$ cat config.mk
export PLATFORM = sky130hd
export DESIGN_NAME = alu_serial_host_flat
export DESIGN_NICKNAME = d
export VERILOG_FILES = /design/src/rtl/alu_serial_host_if.sv /design/src/rtl/alu_serial_host.sv /design/src/flat_wrapper.sv
export SDC_FILE = /design/constraint.sdc
export NUM_CORES = 1
export LEC_CHECK = 0
export CORE_UTILIZATION = 40
export CTS_BUF_LIST = sky130_fd_sc_hd__clkbuf_8
export CTS_CLUSTER_DIAMETER = 30
export CTS_CLUSTER_SIZE = 25
export DETAILED_ROUTE_END_ITERATION = 12
export PLACE_DENSITY = 0.64
export SLEW_MARGIN = 0
export SYNTH_ARGS = -nofsm -noshare
export SYNTH_HDL_FRONTEND = slang
export SYNTH_SLANG_ARGS = --single-unit
$ cat constraint.sdc
create_clock -name Clock -period 1.7 [get_ports Clock]
set_input_delay 0.34 -clock Clock [delete_from_list [all_inputs] [get_ports Clock]]
set_output_delay 0.34 -clock Clock [all_outputs]
set_load 0.05 [all_outputs]
$ cat src/rtl/alu_serial_host_if.sv
// alu_serial_host_if: request, response and serial-link signals of alu_serial_host.
interface alu_serial_host_if #(
    parameter int N = 2
);
    logic           req_valid;
    logic           req_ready;
    logic [1:0]     req_op;
    logic [N-1:0]   req_a;
    logic [N-1:0]   req_b;
    logic           ser_out;
    logic           ser_in;
    logic           resp_valid;
    logic [1:0]     resp_op;
    logic [2*N-1:0] resp_result;
    logic           resp_parity;
    logic           resp_zero;
    logic           resp_err;

    modport master (
        output req_valid, req_op, req_a, req_b, ser_in,
        input  req_ready, ser_out, resp_valid, resp_op, resp_result, resp_parity, resp_zero, resp_err
    );

    modport slave (
        input  req_valid, req_op, req_a, req_b, ser_in,
        output req_ready, ser_out, resp_valid, resp_op, resp_result, resp_parity, resp_zero, resp_err
    );
endinterface

$ cat src/rtl/alu_serial_host.sv
// alu_serial_host: frames parallel ALU requests onto the serial link and rebuilds the replies.
module alu_serial_host #(
    parameter int         N         = 2,
    parameter logic [1:0] FILLER_OP = 2'b10
) (
    input logic              Clock,
    input logic              Reset,
    alu_serial_host_if.slave bus
);
    localparam int           L      = 2 + 2*N;
    localparam int           SW     = $clog2(L);
    localparam logic [L-1:0] FILLER = {FILLER_OP, {(2*N){1'b0}}};

    logic [SW-1:0]  slot, tx_idx;
    logic [L-1:0]   tx_frame, pend, next_frame, rx_sh, rx_full;
    logic           pend_full, tx_real, prev_real, boundary, accept;
    logic [1:0]     prev_op;
    logic [2*N-1:0] rx_result;

    // rx_full includes the bit arriving on this edge, so the last slot is usable at the boundary
    always_comb begin
        boundary   = slot == SW'(L-1);
        accept     = bus.req_valid && !pend_full;
        next_frame = pend_full ? pend : FILLER;
        tx_idx     = SW'(L-2) - slot;
        rx_full    = {rx_sh[L-2:0], bus.ser_in};
        rx_result  = rx_full[2*N-1:0];
    end

    assign bus.req_ready = !pend_full;

    always_ff @(posedge Clock) begin
        if (Reset) begin
            slot            <= '0;
            bus.ser_out     <= FILLER_OP[1];
            tx_frame        <= FILLER;
            tx_real         <= 1'b0;
            prev_real       <= 1'b0;
            prev_op         <= '0;
            pend_full       <= 1'b0;
            pend            <= '0;
            rx_sh           <= '0;
            bus.resp_valid  <= 1'b0;
            bus.resp_op     <= '0;
            bus.resp_result <= '0;
            bus.resp_parity <= 1'b0;
            bus.resp_zero   <= 1'b0;
            bus.resp_err    <= 1'b0;
        end else begin
            slot           <= boundary ? '0 : slot + SW'(1);
            rx_sh          <= rx_full;
            bus.resp_valid <= boundary && prev_real;
            if (boundary) begin
                tx_frame    <= next_frame;
                tx_real     <= pend_full;
                prev_real   <= tx_real;
                prev_op     <= tx_frame[L-1:L-2];
                bus.ser_out <= next_frame[L-1];
                if (prev_real) begin
                    bus.resp_op     <= prev_op;
                    bus.resp_result <= rx_result;
                    bus.resp_parity <= rx_full[L-1];
                    bus.resp_zero   <= rx_full[L-2];
                    bus.resp_err    <= (rx_full[L-1] != ^rx_result) || (rx_full[L-2] != (rx_result == '0));
                end
            end else begin
                bus.ser_out <= tx_frame[tx_idx];
            end
            if (boundary && pend_full) begin
                pend_full <= 1'b0;
            end else if (accept) begin
                pend_full <= 1'b1;
                pend      <= {bus.req_op, bus.req_a, bus.req_b};
            end
        end
    end
endmodule

$ cat src/flat_wrapper.sv
// flat-port wrapper written by rule: the top's interface ports become plain ports
module alu_serial_host_flat 
#(
    parameter int         N         = 2,
    parameter logic [1:0] FILLER_OP = 2'b10
)
  (Clock, Reset, bus_req_valid, bus_req_op, bus_req_a, bus_req_b, bus_ser_in, bus_req_ready, bus_ser_out, bus_resp_valid, bus_resp_op, bus_resp_result, bus_resp_parity, bus_resp_zero, bus_resp_err);
  alu_serial_host_if #(.N(N)) bus_i ();
  input logic Clock;
  input logic Reset;
  input wire logic [$bits(bus_i.req_valid)-1:0] bus_req_valid;
  input wire logic [$bits(bus_i.req_op)-1:0] bus_req_op;
  input wire logic [$bits(bus_i.req_a)-1:0] bus_req_a;
  input wire logic [$bits(bus_i.req_b)-1:0] bus_req_b;
  input wire logic [$bits(bus_i.ser_in)-1:0] bus_ser_in;
  output wire logic [$bits(bus_i.req_ready)-1:0] bus_req_ready;
  output wire logic [$bits(bus_i.ser_out)-1:0] bus_ser_out;
  output wire logic [$bits(bus_i.resp_valid)-1:0] bus_resp_valid;
  output wire logic [$bits(bus_i.resp_op)-1:0] bus_resp_op;
  output wire logic [$bits(bus_i.resp_result)-1:0] bus_resp_result;
  output wire logic [$bits(bus_i.resp_parity)-1:0] bus_resp_parity;
  output wire logic [$bits(bus_i.resp_zero)-1:0] bus_resp_zero;
  output wire logic [$bits(bus_i.resp_err)-1:0] bus_resp_err;
  assign bus_i.req_valid = bus_req_valid;
  assign bus_i.req_op = bus_req_op;
  assign bus_i.req_a = bus_req_a;
  assign bus_i.req_b = bus_req_b;
  assign bus_i.ser_in = bus_ser_in;
  assign bus_req_ready = bus_i.req_ready;
  assign bus_ser_out = bus_i.ser_out;
  assign bus_resp_valid = bus_i.resp_valid;
  assign bus_resp_op = bus_i.resp_op;
  assign bus_resp_result = bus_i.resp_result;
  assign bus_resp_parity = bus_i.resp_parity;
  assign bus_resp_zero = bus_i.resp_zero;
  assign bus_resp_err = bus_i.resp_err;
  alu_serial_host #(.N(N), .FILLER_OP(FILLER_OP)) u_core (.Clock(Clock), .Reset(Reset), .bus(bus_i));
endmodule
==> summary.md <==
| Metric | Value |
|---|---|
| Wire per inst | `11.30 um` |
| Cell family with most CP delay | `simple AND/OR/NAND/NOR gates` |
| PostCTS Resize Cnt | `0` |
| Mux contribution to synthesized area | `7.455%` |
| F_max | `0.6531 GHz` |
| Clock sink count | `36` |
| Worst skew pair latency | `290 ps` |
| Combinational family with the most area after synthesis | `simple AND/OR/NAND/NOR gates` |
| Final worst slack | `168.8 ps` |
| Die area | `3680 um2` |
| Ports | `22` |
| CTS buffer count | `5` |
| Max VDD drop | `563.3 uV` |
| First-pass GRT wire length | `4360 um` |
| # DRC | `0` |
| Max Buffers Root-to-Sink | `2` |
| CTS tree | `done` |
| Number of placement rows | `20` |
| Starting DRC count in detailed routing | `26` |
| Largest net degree at the start of global routing | `15` |
| Sequential share of the synthesized area | `52.36%` |
| Mapped Area | `1376 um2` |
| Total setup buffers inserted after CTS | `0` |
| Worst EP required | `1930 ps` |
| Cells along the critical path | `ha_1 -> and2_4 -> or4_1 -> nand3_1` |
| Inserted Diodes | `0` |
| Vias in the first global route | `991` |
| Vias per cell | `4.799` |
| GPL Wtd Cong | `0.7558` |
| Final hold slack | `451.9 ps` |
| Via count | `1075` |
| Synth Area in Simple Gates | `19.91%` |
| Initial antenna violation count | `0` |
| Worst Tran Pin Value | `407.8 ps` |
| Placed cells | `216` |
| Fill count | `297` |
| H-tree levels | `2` |
| Slew Viols, Final | `0` |
| Design area | `1747 um2` |
| Root Buffer | `clkbuf_8` |
| Post-synth cell types | `23` |
| Most common cell after layout, fill and taps aside | `dfxtp_1` |
| Max stage delay on crit path | `500 ps` |
| Setup WS pre-CTS | `-95.92 ps` |
| Compound-Gate Fraction of Synth Area | `7.727%` |
| DIE HEIGHT | `60.66 um` |
| Hold Path Class | `reg -> reg` |
| Drt first pass iters | `4` |
| Post-DP Area | `1620 um2` |
| Ratio of cells with drive above 1 in the final layout | `15.56%` |
| Status | `finished clean` |
| Tcrit/Tclk final | `90.07%` |
| Critical path buffer and inverter count | `0` |
| Mean Syn Cell Area | `8.879 um2` |
| Most frequent cells in the layout | `dfxtp_1 (36), nand2_1 (33), a21oi_1 (18), buf_4 (17), nor2_1 (15)` |
| Hold Buf Count CTS | `0` |
| RSZ-0062 raised after global routing | `no` |
| Starting density of the core | `43.65%` |
| Final ANT Viol Nets | `0` |
| Post-synthesis xor/xnor area fraction | `2.545%` |
| Final #Nets | `194` |
| Leakage | `0.6968 nW` |
| Yosys warns | `0` |
| FF+latch count, synth | `36` |
| Syn Nets | `170` |
| Clk_skew | `5.923 ps` |
| Critical path type | `reg -> reg` |
| Slew headroom | `72.74%` |
| Fin Setup TNS | `0 ps` |
| Total track usage | `16.50%` |
| Final core utilization | `55.40%` |
| WL final | `2532 um` |
| Area growth syn-to-layout | `26.91%` |
| Post-layout min period | `1531 ps` |
| Crit-path max FO | `14` |
| CORE AREA | `3153 um2` |
| CP startpoint kind | `register` |
| Overall Power | `1.859 mW` |
| Cells after synthesis | `155` |
| Arrival @ worst endpoint | `1760 ps` |
| Max Cap Viol | `0` |
| Crit path capture type | `register` |
| Synthesized-area fraction occupied by adder cells | `4.545%` |
| Die span in x | `60.66 um` |
| Hold violation count in the final report | `0` |
| I/O Buffers | `21` |
| Hpwl dp | `1781 um` |
| CTS clk-pin slew, worst paths | `70 ps` |
| Final setup viols | `0` |
| Grt ovf | `0` |
| Final Non-Filler Cells | `224` |
| Power density over cell area | `1064 nW/um2` |
| Slowest-stage cell, CP | `or4_1` |
==> Yosys cell counts <==
| library cell | number | area share [%] |
|---|---|---|
| nand2b_1 | 1 | 0.45 |
| nand2_1 | 33 | 9.0 |
| buf_2 | 3 | 1.1 |
| and3_1 | 1 | 0.45 |
| xnor2_1 | 2 | 1.3 |
| buf_6 | 1 | 0.82 |
| and2_4 | 1 | 0.64 |
| nor2_1 | 15 | 4.1 |
| mux4_2 | 1 | 1.6 |
| nand3_1 | 8 | 2.9 |
| a311oi_1 | 1 | 0.64 |
| ha_1 | 5 | 4.5 |
| a211oi_1 | 1 | 0.55 |
| nor2b_1 | 2 | 0.91 |
| clkbuf_1 | 6 | 1.6 |
| or4_1 | 1 | 0.55 |
| a21oi_1 | 18 | 6.5 |
| inv_1 | 7 | 1.9 |
| nor3b_1 | 1 | 0.55 |
| mux2i_1 | 8 | 5.8 |
| nor3_1 | 1 | 0.36 |
| xor2_1 | 2 | 1.3 |
| dfxtp_1 | 36 | 52 |
==> power by group <==
group          leakage (nW)  internal [mW]  switching (mW)
combinational         0.339         0.0790          0.0760
clock                0.0645          0.517           0.299
sequential            0.293          0.867          0.0205
total                 0.697           1.46           0.396
==> worst reg2reg max path, stage by stage (launching register included) <==
cell	delay (ps)
dfxtp_1	380
ha_1	280
and2_4	230
or4_1	500
nand3_1	90
==> cell families after synthesis <==
group	count (synthesis)
buffers and inverters	17
XOR/XNOR	4
AND/OR/NAND/NOR	64
flip-flops	36
AO/OA/AOI/OAI	20
adder cells (fa/ha/maj)	5
multiplexers	9
==> layout make-up <==
| cell class | instances | area (um2) | share of cell area [%] |
|---|---|---|---|
| Tap cell | 44 | 55.05 | 3.152 |
| Clock inverter | 1 | 30.03 | 1.719 |
| Multi-Input combinational cell | 102 | 580.6 | 33.24 |
| Sequential cell | 36 | 720.7 | 41.26 |
| Timing Repair Buffer | 27 | 237.7 | 13.61 |
| Clock buffer | 7 | 96.34 | 5.516 |
| Inverter | 7 | 26.28 | 1.504 |
==> per-layer routing <==
metal / GRT usage (%) / vias up / share of wire, %
met4: 9.740 / 0 / 2.0
met2: 26.06 / 20 / 46
met5: 0 / - / 0
met1: 20.19 / 501 / 47
met3: 4.478 / 6 / 4.3
li1: - / 548 / -
==> state kept, by name, summed over array words and instances (netlist names) <==
| register | count |
|---|---|
| u_core.pend | 6 |
| u_core.tx_frame | 6 |
| u_core.rx_sh | 5 |
| u_core.bus.resp_result | 4 |
| u_core.slot | 3 |
| u_core.bus.resp_op | 2 |
| u_core.prev_op | 2 |
| u_core.bus.resp_err | 1 |
| u_core.bus.resp_parity | 1 |
| u_core.bus.resp_valid | 1 |
| u_core.bus.resp_zero | 1 |
| u_core.bus.ser_out | 1 |
| u_core.pend_full | 1 |
| u_core.prev_real | 1 |
| u_core.tx_real | 1 |
==> worst paths after layout <==
kind | startpoint | endpoint | slack, ps | depth (start not counted)
worst max-delay path | u_core.slot[0] | u_core.bus.ser_out | 170 | 4
worst min-delay path | u_core.tx_real | u_core.prev_real | 450 | 2
worst max register to register | u_core.slot[0] | u_core.bus.ser_out | 170 | 4
worst min register to register | u_core.tx_real | u_core.prev_real | 450 | 2
(Power assumes the default switching activity.)
